$ cat src/rtl/pps_pkg.sv
// Shared definitions for the PPS time-of-day counter: tracking state encoding
// and fault counter width.
package pps_pkg;

   localparam int TOD_STATE_W = 2;
   localparam int FAULT_CNT_W = 16;

   typedef enum logic [TOD_STATE_W-1:0] {
      UNSYNC   = 2'd0,
      SYNC     = 2'd1,
      HOLDOVER = 2'd2
   } tod_state_t;

endpackage

$ cat src/rtl/pps_tod_counter_if.sv
// Seconds-load handshake between a time source (master) and the TOD counter
// (slave). The counter raises ready while it has no load waiting for a boundary.
interface pps_tod_counter_if #(
   parameter int C_SEC_WIDTH = 32
) ();

   logic [C_SEC_WIDTH-1:0] tod_load_sec;
   logic                   tod_load_valid;
   logic                   tod_load_ready;

   modport master (
      output tod_load_sec,
      output tod_load_valid,
      input  tod_load_ready
   );

   modport slave (
      input  tod_load_sec,
      input  tod_load_valid,
      output tod_load_ready
   );

endinterface

$ cat src/rtl/pps_tod_counter_top.sv
// Time-of-day core: free-running second/subsecond counter disciplined by an
// external 1PPS pulse, with UNSYNC/SYNC/HOLDOVER tracking, a deferred seconds
// load and an optional saturating fault counter (PPS_TOD_FAULT_CNT_EN).
module pps_tod_counter_top
   import pps_pkg::*;
#(
   parameter int C_CLOCK_FREQUENCY = 125000000,
   parameter int C_WINDOW          = 16,
   parameter int C_SEC_WIDTH       = 32
) (
   input  logic                                 clk,
   input  logic                                 rst_n,
   input  logic                                 pps_in,
   input  logic                                 pps_valid,
   pps_tod_counter_if.slave                     load,
   output logic [C_SEC_WIDTH-1:0]               tod_sec,
   output logic [$clog2(C_CLOCK_FREQUENCY)-1:0] tod_subsec,
   output logic                                 tod_pulse,
   output logic [TOD_STATE_W-1:0]               tod_state,
   output logic [FAULT_CNT_W-1:0]               fault_count
);

   localparam int SUB_W = $clog2(C_CLOCK_FREQUENCY);
   localparam logic [SUB_W-1:0] SUB_LAST  = SUB_W'(C_CLOCK_FREQUENCY - 1);
   localparam logic [SUB_W-1:0] SUB_EARLY = SUB_W'(C_CLOCK_FREQUENCY - 1 - C_WINDOW);
   localparam logic [SUB_W-1:0] SUB_WIN   = SUB_W'(C_WINDOW);
   localparam logic [SUB_W-1:0] SUB_MISS  = SUB_W'(C_WINDOW - 1);

   tod_state_t             state;
   tod_state_t             state_nxt;
   logic                   accepted;
   logic                   boundary;
   logic                   realign;
   logic                   fault;
   logic                   armed;
   logic                   armed_nxt;
   logic                   pending;
   logic                   ready;
   logic                   load_fire;
   logic [C_SEC_WIDTH-1:0] pending_sec;

   assign accepted  = pps_in && pps_valid;
   assign load_fire = load.tod_load_valid && ready;

   assign load.tod_load_ready = ready;
   assign tod_state           = state;

   // Decide what this cycle's pps (or its absence) does to the timeline.
   // "armed" means a free-run boundary happened with no pps since, so the
   // end of the late window without a pps is a missed pulse.
   always_comb begin
      state_nxt = state;
      boundary  = 1'b0;
      realign   = 1'b0;
      fault     = 1'b0;
      armed_nxt = armed;
      if (accepted) begin
         armed_nxt = 1'b0;
         if (state == UNSYNC) begin
            boundary  = 1'b1;
            state_nxt = SYNC;
         end else if (tod_subsec >= SUB_EARLY) begin
            boundary  = 1'b1;
            state_nxt = SYNC;
         end else if (tod_subsec < SUB_WIN) begin
            realign   = 1'b1;
            state_nxt = SYNC;
         end else begin
            fault     = 1'b1;
            state_nxt = UNSYNC;
         end
      end else if (tod_subsec >= SUB_LAST) begin
         boundary  = 1'b1;
         armed_nxt = 1'b1;
      end else if (state == SYNC && armed && tod_subsec == SUB_MISS) begin
         fault     = 1'b1;
         state_nxt = HOLDOVER;
      end
   end

   // Tracking state register.
   always_ff @(posedge clk or negedge rst_n) begin
      if (!rst_n) state <= UNSYNC;
      else        state <= state_nxt;
   end

   // Second/subsecond counters; a pending load replaces the seconds increment.
   always_ff @(posedge clk or negedge rst_n) begin
      if (!rst_n) begin
         tod_sec    <= '0;
         tod_subsec <= '0;
         tod_pulse  <= 1'b0;
         armed      <= 1'b0;
      end else begin
         tod_pulse <= boundary;
         armed     <= armed_nxt;
         if (boundary || realign) tod_subsec <= '0;
         else                     tod_subsec <= tod_subsec + SUB_W'(1);
         if (boundary) tod_sec <= pending ? pending_sec : tod_sec + C_SEC_WIDTH'(1);
      end
   end

   // Load handshake: one load may wait for the next boundary; a load taken
   // on a boundary cycle waits for the following one.
   always_ff @(posedge clk or negedge rst_n) begin
      if (!rst_n) begin
         pending <= 1'b0;
         ready   <= 1'b1;
      end else begin
         if (load_fire)     pending <= 1'b1;
         else if (boundary) pending <= 1'b0;
         ready <= !(load_fire || (pending && !boundary));
      end
   end

   // Captured seconds value; only meaningful while pending is set.
   always_ff @(posedge clk) begin
      if (load_fire) pending_sec <= load.tod_load_sec;
   end

`ifdef PPS_TOD_FAULT_CNT_EN
   function automatic logic [FAULT_CNT_W-1:0] sat_inc(input logic [FAULT_CNT_W-1:0] v);
      return (v == {FAULT_CNT_W{1'b1}}) ? v : v + FAULT_CNT_W'(1);
   endfunction

   // Saturating count of fault events.
   always_ff @(posedge clk or negedge rst_n) begin
      if (!rst_n)     fault_count <= '0;
      else if (fault) fault_count <= sat_inc(fault_count);
   end
`else
   logic unused_fault;
   assign unused_fault = fault;
   assign fault_count  = '0;
`endif

endmodule

$ cat src/rtl/pps_tod_counter.sv
// Integration wrapper for the PPS time-of-day counter. All logic lives in
// pps_tod_counter_top. Define PPS_TOD_FAULT_CNT_EN to enable fault counting;
// otherwise fault_count reads 0.
module pps_tod_counter
   import pps_pkg::*;
#(
   parameter int C_CLOCK_FREQUENCY = 125000000,
   parameter int C_WINDOW          = 16,
   parameter int C_SEC_WIDTH       = 32
) (
   input  logic                                 clk,
   input  logic                                 rst_n,
   input  logic                                 pps_in,
   input  logic                                 pps_valid,
   pps_tod_counter_if.slave                     load,
   output logic [C_SEC_WIDTH-1:0]               tod_sec,
   output logic [$clog2(C_CLOCK_FREQUENCY)-1:0] tod_subsec,
   output logic                                 tod_pulse,
   output logic [TOD_STATE_W-1:0]               tod_state,
   output logic [FAULT_CNT_W-1:0]               fault_count
);

   pps_tod_counter_top #(
      .C_CLOCK_FREQUENCY (C_CLOCK_FREQUENCY),
      .C_WINDOW          (C_WINDOW),
      .C_SEC_WIDTH       (C_SEC_WIDTH)
   ) u_top (
      .clk         (clk),
      .rst_n       (rst_n),
      .pps_in      (pps_in),
      .pps_valid   (pps_valid),
      .load        (load),
      .tod_sec     (tod_sec),
      .tod_subsec  (tod_subsec),
      .tod_pulse   (tod_pulse),
      .tod_state   (tod_state),
      .fault_count (fault_count)
   );

endmodule

$ cat src/flat_wrapper.sv
// flat-port wrapper written by rule: the top's interface ports become plain ports
module pps_tod_counter_flat import pps_pkg::*;
#(
   parameter int C_CLOCK_FREQUENCY = 125000000,
   parameter int C_WINDOW          = 16,
   parameter int C_SEC_WIDTH       = 32
)
  (clk, rst_n, pps_in, pps_valid, tod_sec, tod_subsec, tod_pulse, tod_state, fault_count, load_tod_load_sec, load_tod_load_valid, load_tod_load_ready);
  pps_tod_counter_if #(.C_SEC_WIDTH(C_SEC_WIDTH)) load_i ();
  input  logic clk;
  input  logic rst_n;
  input  logic pps_in;
  input  logic pps_valid;
  output logic [C_SEC_WIDTH-1:0] tod_sec;
  output logic [$clog2(C_CLOCK_FREQUENCY)-1:0] tod_subsec;
  output logic tod_pulse;
  output logic [TOD_STATE_W-1:0] tod_state;
  output logic [FAULT_CNT_W-1:0] fault_count;
  input wire logic [$bits(load_i.tod_load_sec)-1:0] load_tod_load_sec;
  input wire logic [$bits(load_i.tod_load_valid)-1:0] load_tod_load_valid;
  output wire logic [$bits(load_i.tod_load_ready)-1:0] load_tod_load_ready;
  assign load_i.tod_load_sec = load_tod_load_sec;
  assign load_i.tod_load_valid = load_tod_load_valid;
  assign load_tod_load_ready = load_i.tod_load_ready;
  pps_tod_counter #(.C_CLOCK_FREQUENCY(C_CLOCK_FREQUENCY), .C_WINDOW(C_WINDOW), .C_SEC_WIDTH(C_SEC_WIDTH)) u_core (.clk(clk), .rst_n(rst_n), .pps_in(pps_in), .pps_valid(pps_valid), .load(load_i), .tod_sec(tod_sec), .tod_subsec(tod_subsec), .tod_pulse(tod_pulse), .tod_state(tod_state), .fault_count(fault_count));
endmodule
$ cat config.mk
export PLATFORM = sky130hd
export DESIGN_NAME = pps_tod_counter_flat
export DESIGN_NICKNAME = d
export VERILOG_FILES = /design/src/rtl/pps_pkg.sv /design/src/rtl/pps_tod_counter_if.sv /design/src/rtl/pps_tod_counter_top.sv /design/src/rtl/pps_tod_counter.sv /design/src/flat_wrapper.sv
export SDC_FILE = /design/constraint.sdc
export NUM_CORES = 1
export LEC_CHECK = 0
export CAP_MARGIN = 20
export CORE_MARGIN = 3
export CORE_UTILIZATION = 30
export CTS_BUF_LIST = sky130_fd_sc_hd__clkbuf_16
export DETAILED_ROUTE_END_ITERATION = 10
export PLACE_DENSITY = 0.59
export SYNTH_ARGS = -nofsm -noshare
export SYNTH_HDL_FRONTEND = slang
export SYNTH_HIERARCHICAL = 1
export SYNTH_SLANG_ARGS = --single-unit
$ cat constraint.sdc
create_clock -name clk -period 3.4 [get_ports clk]
set_input_delay 0.51 -clock clk [delete_from_list [all_inputs] [get_ports clk]]
set_output_delay 0.51 -clock clk [all_outputs]
set_load 0.01 [all_outputs]
## After elaboration in Yosys (flattened, before gate mapping)

Cells that the tools add are included.

| storage, ports and cells | value |
|---|---|
| bits in read-only memories | 0 |
| input bits | 37 |
| RAM bits | 0 |
| output and inout bits | 79 |
| bits in latches | 0 |
| flip-flop bits (word level) | 97 |
| memories | 0 |

| operators by class | value |
|---|---|
| bitwise operators | 0 |
| multiplexer cells | 20 |
| multiply operators | 0 |
| reductions and logical operators | 14 |
| equality and inequality tests | 3 |
| $lt $le $gt $ge | 3 |
| divide/modulo/power cells | 0 |
| shift-type cells | 0 |
| add/subtract/negate cells | 2 |

Operator list:

| cell | number |
|---|---|
| 27-bit >= comparator (second input constant) | 2 |
| 32-bit by 1-bit adder with 32-bit output (second input constant) | 1 |
| 32-bit two-way mux | 1 |
| 27-bit by 1-bit adder with 27-bit output (second input constant) | 1 |
| 27-bit by 4-bit equality test with 1-bit output (second input constant) | 1 |
| 27-bit by 5-bit less-than comparator with 1-bit output (second input constant) | 1 |
| 27-bit two-way mux | 1 |
| 1-bit two-way mux | 15 |
| 2-bit two-way mux | 3 |
| 2-bit nonzero test | 3 |
| 1-bit logical AND | 5 |
| 2-bit by 1-bit equality test with 1-bit output (second input constant) | 1 |
| 1-bit zero test | 2 |
| 2-bit zero test | 1 |
| 1-bit logical OR | 2 |
| 2-bit inequality test (second input constant) | 1 |
| 2-bit AND reduction | 1 |

## Longest topological paths before layout

| logic depth | value |
|---|---|
| depth after elaboration | 8 |
| gate-level depth with buffers | 10 |
| depth with buffers taken out | 9 |

## Worst setup path after synthesis

No wires, ideal clock.

| timing path | value |
|---|---|
| kind | register to register |
| from | register u_core.u_top.tod_subsec[0] |
| to | register u_core.u_top.tod_sec[31] |
| setup slack | 1.112 ns |
| clock period less this slack | 2.288 ns |
| stages on the path, launching flop included | 11 |
| path buffers | 1 |
| data arrival time | 2.159 ns |
| path through | dfrtp_1 > ha_1 > and3_1 > and2_2 > or4b_4 > nand3_2 > nand2b_2 > inv_2 > buf_4 > mux2i_1 > nand3_1 |

| between the ends | value |
|---|---|
| word-level cells in the longest chain between the ends | 4 |

RTL lines:

| item | line | RTL |
|---|---|---|
| from (decl) | pps_tod_counter_top.sv:17 | `output logic [$clog2(C_CLOCK_FREQUENCY)-1:0] tod_subsec,` |
| from (signal assigned) | pps_tod_counter_top.sv:98 | `else tod_subsec <= tod_subsec + SUB_W'(1);` |
| 27-bit >= comparator | pps_tod_counter_top.sv:62 | `end else if (tod_subsec >= SUB_EARLY) begin` |
| 1-bit two-way mux | pps_tod_counter_top.sv:62 |  |
| 1-bit two-way mux | pps_tod_counter_top.sv:59 | `if (state == UNSYNC) begin` |
| 1-bit two-way mux (*) | pps_tod_counter_top.sv:57 | `if (accepted) begin` |
| to (signal assigned) | pps_tod_counter_top.sv:99 | `if (boundary) tod_sec <= pending ? pending_sec : tod_sec + C_SEC_WIDTH'(1);` |
| to (decl) | pps_tod_counter_top.sv:16 | `output logic [C_SEC_WIDTH-1:0] tod_sec,` |

Mark *: on every way between the ends. The rest lies on a longest branch, timed or not.
A chain may end at the register's enable or synchronous reset.

## Final worst setup path

| timing path | value |
|---|---|
| from | register u_core.u_top.tod_subsec[0] |
| to | register u_core.u_top.tod_sec[18] |

The elaborated chain is that of the path after synthesis.

==> results.cfg <==
[timing]
setup_viol = 0
fin_crit_sh_pct = 84.0
tightest_slew_ns = 0.998
relSlewSlack_pct = 33.4
finalSetupTns_ns = 0
layout_min_cycle_time_ns = 2.85
skew_ns = 0.0116
finalWorstSetupSlack_ns = 0.545
slew_violations = 0
clock.fmax_mhz = 350
rsz0062_at_grt = false
hold_violations = 0

[placed_design]
place_congestion = 0.865
place_ws_ns = 0.524
hpwl_um = 9380
dpl_cell_area_sq_um = 5960
port_buffers = 99

[floorplanning]
core_area_sq_um = 15500
die_x_um = 133
die_h_um = 133
io_pins = 116
row_count = 45
initial_core_util_pct = 31.3
die_area_sq_um = 17700

[grt]
grt_pass1_wl_um = 21300
grt_pass1_vias = 3952
grt.total_usage_pct = 15.0
grt_max_degree = 36
overflow = 0
antenna_found_initial = 0

[synthesis]
synth_area_sq_um = 4840
yosys.area.top_type = dfrtp_1
syn_inst = 476
ys_types = 64
synth_top_cell_area_share_pct = 33.1
synth_area_leaders = dfrtp_1 (33%), edfxtp_1 (20%), nor2_1 (4.3%), a21oi_1 (3.8%), nand2_1 (3.0%)
syn_avg_cell_area_sq_um = 10.2
async_flop_share_pct = 67.0
synth_seq_cells = 97
synth_edf_count = 32
dominantRegCellSynth = dfrtp_1
yosysWarnings = 6
synth_common_cells = dfrtp_1 (64), nor2_1 (56), nand2_1 (39), a21oi_1 (37), edfxtp_1 (32)
seq_area_frac_synth_pct = 53.5
synth_most_common_cell = dfrtp_1

[layout]
final_net_count = 608
drive_above_1_share_pct = 8.01
utilization_pct = 40.4
area_delta_synth_final_pct = 29.3
nFillCells = 1519
final_cell_area_sq_um = 6260
n_antenna_cell = 0

[detailed_routing]
dr_wl_met2_um = 6140
totalWireLength_um = 13200
ant_nets = 0
top_layer_used = met4
dr_wl_met3_um = 615
drtIter0Drc = 236
wl_met1_um = 6070
num_vias = 4044
avgRoutedWirePerCell_um = 16.8
drt-pass1-iter-count = 5
drc_errors = 0
viasPerCell = 5.15

[setup_path]
crit_family = simple AND/OR/NAND/NOR gates
criticalPathCategory = reg -> reg
crit_arrival_ns = 3.10
cpMaxStageDelayCell = or4b_4
endpoint_kind = register
crit_required_ns = 3.65
worstPathCellList = ha_1 -> and3_1 -> and2_2 -> or4b_4 -> nand3_2 -> nand2b_2 -> inv_2 -> a21oi_1 -> a311oi_1
max_stage_delay_ns = 0.50
path_max_fanout = 23
critPathLaunchType = register
critPathBufInv = 1

[pwr]
vdd_drop_max_v = 0.000336
p_per_area_nw_per_um2 = 664
p_leak_nw = 2.42

[cts]
cts_htree_levels = 3
clkSinkCount = 97
cts_tree = done
post_cts_buffers = 0
root_buffer = clkbuf_16
post_cts_resized = 0
cts_buffers = 9
ctsLongestPathBuffers = 2
clkSlewWorstSetupHoldPaths_ns = 0.07
postCtsHoldBufs = 0
insertion_delay_ns = 0.35

[worst_hold_path]
hp-class = in -> async

[job]
max_cap_violations = 0

[run_status]
status = complete, no violations
==> worst reg2reg max path, delay by kind of cell (launching register included) <==
family                     cells  cell delay, ns
and+or+nand+nor                5            1.31
DFF                            1            0.41
AOI/OAI and AO/OA              2            0.41
buffers and inverters          1            0.41
adders and majority gates      1            0.21
==> cells in the final DEF, fill, tap and decap left out, drive strengths merged, types with 12 or more instances in the layout <==
cell type and count:
dfrtp 64, and3 14, conb 16, nand3 26
nand2 39, nand4 12, o22ai 12, clkdlybuf4s50 98
xor2 13, edfxtp 32, xnor2 12, a21oi 37
nor2 56, o21ai 27
==> state kept, by name, summed over array words and instances, names as in the netlist <==
register / cells
u_core/u_top/armed: 1
u_core/u_top/pending_sec: 32
u_core/u_top/tod_state: 2
u_core/u_top/tod_sec: 32
u_core/u_top/tod_pulse: 1
u_core/u_top/pending: 1
u_core/u_top/tod_subsec: 27
u_core/u_top/load.tod_load_ready: 1
==> metal layers <==
layer / vias to the layer above / global-route usage (%)
met5: - / 0
met4: 0 / 6.47
met3: 23 / 3.16
met2: 125 / 23.5
met1: 2001 / 20.1
li1: 1895 / -
==> final cells by class <==
cell class | instances | area (sq um) | area share [%]
clock buffers | 9 | 225 | 3.60
clock inverters | 7 | 75.1 | 1.20
inverters | 8 | 30.0 | 0.480
multi-input cells | 348 | 2050 | 32.7
flip-flops and latches | 97 | 2590 | 41.3
well taps | 211 | 264 | 4.22
repair buffers | 105 | 1030 | 16.5
==> path summary, 6_finish.rpt <==
path	from	end	slack [ns]	cells past startpoint
max in group asynchronous	rst_n	u_core/u_top/tod_subsec[11]	2.50	2
min in group clk	u_core/u_top/pending_sec[31]	u_core/u_top/tod_sec[31]	0.51	2
worst min-delay path	rst_n	u_core/u_top/tod_subsec[3]	0.17	1
worst min register to register	u_core/u_top/pending_sec[31]	u_core/u_top/tod_sec[31]	0.51	2
worst max-delay path	u_core/u_top/tod_subsec[0]	u_core/u_top/tod_sec[18]	0.55	9
worst max register to register	u_core/u_top/tod_subsec[0]	u_core/u_top/tod_sec[18]	0.55	9
==> per-stage QoR <==
step / hold slack (ns) / cells / power (mW)
final: 0.168 / 785 / 4.16
after global placement: 0.482 / 769 / 3.10
after detailed placement: 0.487 / 769 / 3.13
after floorplan: 0.214 / 491 / 2.42
after global routing: 0.206 / 785 / 4.40
after CTS: 0.178 / 785 / 4.19
==> logic make-up (layout without fill, tap and decap cells) <==
family | count (synthesis) | in the layout | share of synthesized area (%)
simple gates | 192 | 192 | 20.8
compound gates | 111 | 111 | 14.8
other cells | 1 | 16 | 0.0774
flops | 97 | 97 | 53.5
xor+xnor | 25 | 25 | 4.52
fa+ha+maj | 2 | 2 | 0.517
buf+inv | 46 | 129 | 5.40
mux | 2 | 2 | 0.413
==> where the power goes <==
part           internal [mW]  switching [mW]  total, mW
combinational          0.652           0.638       1.29
sequential              1.49           0.331       1.83
clock                  0.577           0.466       1.04
total                   2.72            1.44       4.16
(Power assumes the default switching activity.)
